===== src/rtl/decode_out_buffer_if.sv =====
// Output beat stream of the decode buffer: 32-bit beats with last flag, ready/valid handshake.
// The master drives data/valid/last; the slave returns ready.
interface decode_out_buffer_if;
  logic [31:0] m_data;
  logic        m_valid;
  logic        m_ready;
  logic        m_last;

  modport master (
    output m_data,
    output m_valid,
    output m_last,
    input  m_ready
  );

  modport slave (
    input  m_data,
    input  m_valid,
    input  m_last,
    output m_ready
  );
endinterface


===== src/rtl/decode_out_buffer.sv =====
// Buffers 65-bit clear words from the decrypt stage and replays each as two 32-bit beats, low half first.
// First beat is valid one edge after the capturing edge; writes never stall, so a full FIFO drops and flags.
module decode_out_buffer #(
  parameter int DEPTH    = 16,
  parameter int ADDR_W   = 4,
  parameter int PIPE_LAT = 2
) (
  input  logic                clk,
  input  logic                reset,
  input  logic [64:0]         clr_data,
  input  logic                clr_data_valid,
  decode_out_buffer_if.master m_if,
  output logic                accept_ok,
  output logic [ADDR_W:0]     level,
  input  logic                ovf_clear,
  output logic                overflow,
  output logic [15:0]         frame_cnt
);

  typedef enum logic [1:0] {
    IDLE = 2'd0,
    LO   = 2'd1,
    HI   = 2'd2
  } state_e;

  localparam logic [ADDR_W:0]   LVL_FULL = (ADDR_W + 1)'(DEPTH);
  localparam logic [ADDR_W:0]   LVL_ONE  = (ADDR_W + 1)'(1);
  localparam logic [ADDR_W-1:0] PTR_ONE  = ADDR_W'(1);

  state_e              state_q, state_d;
  logic [64:0]         mem_q [DEPTH];
  logic [ADDR_W-1:0]   wr_ptr_q, rd_ptr_q;
  logic [ADDR_W:0]     level_q, level_d;
  logic [64:0]         out_word_q, out_word_d;
  logic                ovf_q, ovf_d;
  logic [15:0]         frame_cnt_q, frame_cnt_d;
  logic                push, drop, pop;
  logic                fifo_nonempty;

  // The producer cannot be stalled: a full FIFO drops the word even if a pop frees a slot this cycle.
  assign push          = clr_data_valid && (level_q != LVL_FULL);
  assign drop          = clr_data_valid && (level_q == LVL_FULL);
  assign fifo_nonempty = (level_q != '0);

  always_comb begin
    state_d       = state_q;
    pop           = 1'b0;
    out_word_d    = out_word_q;
    frame_cnt_d   = frame_cnt_q;
    m_if.m_valid  = 1'b0;
    m_if.m_data   = '0;
    m_if.m_last   = 1'b0;
    case (state_q)
      IDLE: begin
        if (fifo_nonempty) begin
          pop        = 1'b1;
          out_word_d = mem_q[rd_ptr_q];
          state_d    = LO;
        end
      end
      LO: begin
        m_if.m_valid = 1'b1;
        m_if.m_data  = out_word_q[31:0];
        if (m_if.m_ready) begin
          state_d = HI;
        end
      end
      HI: begin
        m_if.m_valid = 1'b1;
        m_if.m_data  = out_word_q[63:32];
        m_if.m_last  = out_word_q[64];
        if (m_if.m_ready) begin
          if (out_word_q[64]) begin
            frame_cnt_d = frame_cnt_q + 16'd1;
          end
          // Reload straight from HI so consecutive words stream without a bubble.
          if (fifo_nonempty) begin
            pop        = 1'b1;
            out_word_d = mem_q[rd_ptr_q];
            state_d    = LO;
          end else begin
            state_d = IDLE;
          end
        end
      end
      default: begin
        state_d = IDLE;
      end
    endcase
  end

  always_comb begin
    level_d = level_q;
    case ({push, pop})
      2'b10:   level_d = level_q + LVL_ONE;
      2'b01:   level_d = level_q - LVL_ONE;
      default: level_d = level_q;
    endcase
  end

  // A drop in the same cycle as a clear keeps the flag set.
  assign ovf_d = drop ? 1'b1 : (ovf_clear ? 1'b0 : ovf_q);

  always_ff @(posedge clk) begin
    if (reset) begin
      state_q     <= IDLE;
      wr_ptr_q    <= '0;
      rd_ptr_q    <= '0;
      level_q     <= '0;
      out_word_q  <= '0;
      ovf_q       <= 1'b0;
      frame_cnt_q <= '0;
    end else begin
      state_q     <= state_d;
      level_q     <= level_d;
      out_word_q  <= out_word_d;
      ovf_q       <= ovf_d;
      frame_cnt_q <= frame_cnt_d;
      if (push) begin
        wr_ptr_q <= wr_ptr_q + PTR_ONE;
      end
      if (pop) begin
        rd_ptr_q <= rd_ptr_q + PTR_ONE;
      end
    end
  end

  // Storage array carries no reset; occupancy and pointers define which entries are live.
  always_ff @(posedge clk) begin
    if (push) begin
      mem_q[wr_ptr_q] <= clr_data;
    end
  end

  assign accept_ok = (DEPTH - int'(level_q)) > PIPE_LAT;
  assign level     = level_q;
  assign overflow  = ovf_q;
  assign frame_cnt = frame_cnt_q;

endmodule


===== src/flat_wrapper.sv =====
// flat-port wrapper written by rule: the top's interface ports become plain ports
module decode_out_buffer_flat 
#(
  parameter int DEPTH    = 16,
  parameter int ADDR_W   = 4,
  parameter int PIPE_LAT = 2
)
  (clk, reset, clr_data, clr_data_valid, accept_ok, level, ovf_clear, overflow, frame_cnt, m_if_m_data, m_if_m_valid, m_if_m_last, m_if_m_ready);
  decode_out_buffer_if m_if_i ();
  input  logic clk;
  input  logic reset;
  input  logic [64:0] clr_data;
  input  logic clr_data_valid;
  output logic accept_ok;
  output logic [ADDR_W:0] level;
  input  logic ovf_clear;
  output logic overflow;
  output logic [15:0] frame_cnt;
  output wire logic [$bits(m_if_i.m_data)-1:0] m_if_m_data;
  output wire logic [$bits(m_if_i.m_valid)-1:0] m_if_m_valid;
  output wire logic [$bits(m_if_i.m_last)-1:0] m_if_m_last;
  input wire logic [$bits(m_if_i.m_ready)-1:0] m_if_m_ready;
  assign m_if_m_data = m_if_i.m_data;
  assign m_if_m_valid = m_if_i.m_valid;
  assign m_if_m_last = m_if_i.m_last;
  assign m_if_i.m_ready = m_if_m_ready;
  decode_out_buffer #(.DEPTH(DEPTH), .ADDR_W(ADDR_W), .PIPE_LAT(PIPE_LAT)) u_core (.clk(clk), .reset(reset), .clr_data(clr_data), .clr_data_valid(clr_data_valid), .m_if(m_if_i), .accept_ok(accept_ok), .level(level), .ovf_clear(ovf_clear), .overflow(overflow), .frame_cnt(frame_cnt));
endmodule

===== config.mk =====
export PLATFORM = sky130hd
export DESIGN_NAME = decode_out_buffer_flat
export DESIGN_NICKNAME = d
export VERILOG_FILES = /design/src/rtl/decode_out_buffer_if.sv /design/src/rtl/decode_out_buffer.sv /design/src/flat_wrapper.sv
export SDC_FILE = /design/constraint.sdc
export NUM_CORES = 1
export LEC_CHECK = 0
export BUFFER_PORTS_ARGS = -buffer_cell sky130_fd_sc_hd__clkbuf_2
export CORE_MARGIN = 2
export CORE_UTILIZATION = 45
export CTS_BUF_LIST = sky130_fd_sc_hd__clkbuf_4
export DETAILED_ROUTE_END_ITERATION = 6
export HOLD_SLACK_MARGIN = 0.02
export PLACE_DENSITY = 0.61
export SYNTH_ARGS = -nofsm -noshare
export SYNTH_HDL_FRONTEND = slang
export SYNTH_SLANG_ARGS = --single-unit

===== constraint.sdc =====
create_clock -name clk -period 9.1 [get_ports clk]
set_input_delay 0.455 -clock clk [delete_from_list [all_inputs] [get_ports clk]]
set_output_delay 0.455 -clock clk [all_outputs]
set_load 0.1 [all_outputs]

---- Yosys cells after proc, flatten, opt, wreduce, memory -nomap -nowiden ----
Memory sizes are Yosys's and may differ from the RTL's. A register that Yosys moved wholly into a read port is not among the register bits.
Index checks and enable logic that the tools add are counted.
cells by class
  $lt $le $gt $ge ......................... 1
  reduce and logical (&&, ||, !) cells .... 11
  shift operators ......................... 0
  multiplexer cells ....................... 21
  $mul .................................... 0
  bitwise operators ....................... 0
  eq/ne operators ......................... 9
  $add $sub $neg .......................... 6
  divide/modulo/power cells ............... 0
operators by type and width
  kind                                                  count
  2-to-1 mux 65 bit                                     2
  case mux 65 bit (2 select lines)                      1
  case mux 32 bit (2 select lines)                      1
  > comparator 32 x 3 -> 1 bit (second input constant)  1
  adder 16 x 1 -> 16 bit (second input constant)        1
  case mux 5 bit (2 select lines)                       1
  2-to-1 mux 1 bit                                      9
  adder 4 x 1 -> 4 bit (second input constant)          2
  2-to-1 mux 4 bit                                      2
  2-to-1 mux 2 bit                                      3
  case mux 2 bit (3 select lines)                       1
  AND reduction 3 bit                                   2
  nonzero test 2 bit                                    3
  subtractor 5 x 5 -> 6 bit (first input constant)      1
  adder 5 x 1 -> 5 bit (second input constant)          1
  equality test 5 bit (second input constant)           1
  inequality test 5 bit (second input constant)         1
  nonzero test 5 bit                                    1
  subtractor 5 x 1 -> 5 bit (second input constant)     1
  equality test 2 x 1 -> 1 bit (second input constant)  2
  equality test 2 bit (second input constant)           2
  inequality test 2 bit (second input constant)         2
  logical AND 1 bit                                     2
  zero test 2 bit                                       1
  other kinds (4)                                       4
word-level totals
  register bits after elaboration ......... 97
  memory bits (writable) .................. 1040
  latch bits .............................. 0
  output and inout port bits .............. 57
  input port bits ......................... 70
  memories ................................ 1
  ROM bits ................................ 0
memories
  name          depth  bits a word  rd ports  clocked after Yosys merged registers in  write ports  line                     RTL
  u_core.mem_q  16     65           1         1                                        1            decode_out_buffer.sv:31  logic [64:0] mem_q [DEPTH];

---- Depth between registers and ports, before layout ----
  depth after elaboration ................. 6
  depth in mapped cells ................... 16
  depth with buffers taken out ............ 13

---- Worst setup path before layout ----
Ideal clock, no wire load.
  kind .................................... flip-flop to flip-flop
  start ................................... reg u_core.level_q[1] (netlist: u_core.level[1])
  end ..................................... mem u_core.mem_q[3][0] (enable)
  arrival time ............................ 6967 ps
  path slack .............................. 1565 ps
  cell stages (with the launch flop) ...... 10
  data required time ...................... 8532 ps
  library setup time ...................... 568 ps
  cells stage by stage .................... dfxtp_1 > clkbuf_1 > inv_1 > ha_1 > nor3b_1 > ha_1 > nor2b_1 > clkbuf_1 > nand2_1 > nor3_1
between the ends
  longest elaborated chain between the ends .. 4
RTL lines
  element                                 line                      RTL
  from (decl)                             decode_out_buffer.sv:33   logic [ADDR_W:0] level_q, level_d;
  from (signal assigned)                  decode_out_buffer.sv:115  level_q <= level_d;
  inequality test 5 bit                   decode_out_buffer.sv:41   assign push = clr_data_valid && (level_q != LVL_FULL);
  logical AND 1 bit                       decode_out_buffer.sv:41
  2-to-1 mux 1 bit                        decode_out_buffer.sv:130  if (push) begin
  2-to-1 mux 1 bit (not written as such)  decode_out_buffer.sv:131  mem_q[wr_ptr_q] <= clr_data;
  to (decl)                               decode_out_buffer.sv:31
Every way passes these cells.

---- Worst setup path in the final report ----
  start ................................... reg u_core.level_q[1] (netlist: u_core.level[1])
  end ..................................... mem u_core.mem_q[6][64] (enable)
The elaborated chain is that of the path after synthesis.

==> metrics <==
vias per cell=roughly 5.7; Worst Path Required=9.81 ns; Final Skew=0.1041 ns; number of global-route vias before repair=approximately 24,000; Rel. slew slack=0.1646; post-synthesis instance area=43,770 um^2; first-pass GRT wire length=around 160,000 um; Syn Nets=2,298; Total Routing Usage GR=0.2192; setup violators final=0; switch share=0.2920; total CTS buffers=310; Reg clk slew, reported paths=~0.06 ns; period utilization=0.4997; top_reg_cell synth=edfxtp_1; most used cell, CP=ha_1; CTS tree=done; Worst setup SP type=flip-flop; RD Place Congestion=roughly 0.8; initial antenna violation count=12; die area=99,780 um^2; part of the power in registers=0.471; Power Total=0.01337 W; die height=between 300 and 400 um; CTS H-tree lvls=5; latest clock arrival within the worst-skew pair=1.15 ns; crit path max fanout=40; synth top area cells=edfxtp_1 71%, mux4_2 8.8%, mux2i_1 5.6%; Fill cells=between 7,000 and 8,000; RSZ-0062 raised after global routing=false; DP HPWL=roughly 57,000 um; P_sw=just under 0.004 W; max_cap viols=0; Remaining Overflow, GRT=0; sequential share of the synthesized area=0.7597; post-route minimum period=4.547 ns; crit path cell chain=inv_1, ha_1, nor3b_1, ha_1, nor2b_1, nand2_1, nor2_4, buf_4; Die X=315.9 um; clock sink count=1,141; clock power share=0.331; drc violations=0; top cell type's share of synthesized area=0.7135; outcome=complete, no violations; post-layout util=0.5221; Syn-to-layout area delta=15.18%; #FFs+latches synth=1,141; Detail Route Antenna Nets=0; Final Hold Viols=0; Max Slew Vio Count=0; Setup TNS Final=0 ns; fraction of synthesis flops using an asynchronous set or reset pin=0; Synth area leader=edfxtp_1; Core Area=~97,000 um^2; final WL=107,800 um; Avg Inst Size Synth=between 15 and 20 um^2; share of cells above drive strength 1=0.3012; initial core utilization=0.4533; CTS max path bufs=4; top cells by count, synth=1,040 x edfxtp_1, 246 x mux2i_1, 172 x mux4_2; arrival time worst endpoint=5.26 ns; DR iter-0 viols=2,225; Root Driver=clkbuf_4; DR vias=23,610; post-synthesis cell type count=53; layout net count=2,725; number of I/O pins=127; leakage=16.59 nW; max incr delay on CP=0.91 ns; Syn. warnings=0; Worst path slowest cell=nor2_4; drt pass-1 iters=5; Post-synth EDFFs=1,040; Hold WC Path Type=input pin to flip-flop; Int Power=0.009467 W; Post-CTS Setup Inserts=0; combinational share of power=0.199; fmax=0.2199 GHz; count leader, synth=edfxtp_1; wire per inst=26.05 um; largest net degree at the start of global routing=125; Port Buf Inserts=126; Power Dens Cells=around 270 nW/um^2; Rows=114; critical path type=flip-flop to flip-flop; Setup crit end kind=flip-flop; Mapped Cells=2,209; slew at the pin closest to its max-slew limit=1.253 ns; Max VDD drop=183.4 uV
## power groups by stage
stage	combinational, W	sequential [W]	clock (W)
2_1_floorplan	0.00198	0.00626	0
3_3_place_gp	0.00259	0.00639	0
3_5_place_dp	0.00264	0.00641	0
4_1_cts	0.00267	0.00629	0.00454
5_1_grt	0.00285	0.00630	0.00481
6_report	0.00266	0.00629	0.00442
## logic make-up (layout without fill, tap and decap cells)
kind of cell,after synthesis,in the layout,share of synthesized area
AO/OA/AOI/OAI,285,285,0.04659
XOR/XNOR,20,20,0.004002
adder cells (fa/ha/maj),19,19,0.005431
buffers and inverters,141,787,0.01686
flip-flops,1141,1141,0.7597
multiplexers,421,421,0.1456
other,0,6,0
AND/OR/NAND/NOR,182,182,0.02187
## final timing paths
path | start | end | slack, ns | cells past startpoint
max reg2reg | u_core.level[1] | u_core.mem_q[6][64] | 4.55 | 8
min | clr_data[41] | u_core.mem_q[15][41] | 0.28 | 2
min reg2reg | u_core.out_word_q[1] | u_core.out_word_q[1] | 0.49 | 2
max | u_core.level[1] | u_core.mem_q[6][64] | 4.55 | 8
## metrics by stage
| step | area (um^2) | hold slack (ns) | std cells | setup WS (ns) |
|---|---|---|---|---|
| 3_5_place_dp | 45860 | 0.4595 | 3529 | 4.542 |
| 5_1_grt | 50420 | 0.1932 | 4136 | 4.349 |
| 6_report | 50420 | 0.2787 | 4137 | 4.553 |
| 2_1_floorplan | 43770 | 0.4363 | 2209 | 1.565 |
| 3_3_place_gp | 45860 | 0.4569 | 3529 | 4.664 |
| 4_1_cts | 50400 | 0.1377 | 4131 | 4.537 |
## metal layers
metal | global-route usage | up-vias | share of wire | wire length [um]
met5 | 0 | - | 0.00099 | 107
met4 | 0.07346 | 16 | 0.021 | 2311
met3 | 0.04585 | 202 | 0.068 | 7296
met2 | 0.3472 | 975 | 0.48 | 51860
met1 | 0.3047 | 12240 | 0.43 | 46190
li1 | - | 10170 | - | -
## worst max-delay path, delay by kind of cell, from the launching register on
| family | cells | cell delay, ns |
|---|---|---|
| AND/OR/NAND/NOR | 4 | 2.22 |
| buffers and inverters | 2 | 0.91 |
| flip-flops | 1 | 0.53 |
| adder cells (fa/ha/maj) | 2 | 0.49 |
## layout make-up
| type | count | area (um^2) | share of cell area |
|---|---|---|---|
| Multi-Input combinational cell | 927 | 9938 | 0.1971 |
| Timing Repair Buffer | 243 | 1724 | 0.03420 |
| Tap cell | 1276 | 1597 | 0.03167 |
| Sequential cell | 1141 | 33260 | 0.6597 |
| Inverter | 13 | 50.05 | 0.0009927 |
| Antenna cell | 6 | 15.01 | 0.0002978 |
| Clock buffer | 460 | 3453 | 0.06849 |
| Clock inverter | 71 | 380.4 | 0.007544 |
## flip-flops by register name, indices dropped and copies added, names as in the netlist, named ones only
register,cells
u_core.wr_ptr_q,4
u_core.overflow,1
u_core.out_word_q,65
u_core.frame_cnt,16
u_core.rd_ptr_q,4
u_core.mem_q,1040
u_core.level,5
u_core.state_q,2
## cells in the final DEF (no fill, tap or decap), drive strengths merged, types with 45 or more instances in the layout
cell	count
a22oi	141
dlygate4sd3	71
clkinv	61
clkbuf	586
nor2	45
buf	46
o21ai	54
mux4	172
mux2i	247
dfxtp	101
edfxtp	1040
## what timing repair did
action,in CTS,in global routing
hold endpoints to repair,1068,0
resized for setup,0,0
hold buffers,71,0
Note: power is estimated with default switching activity, not from simulation.
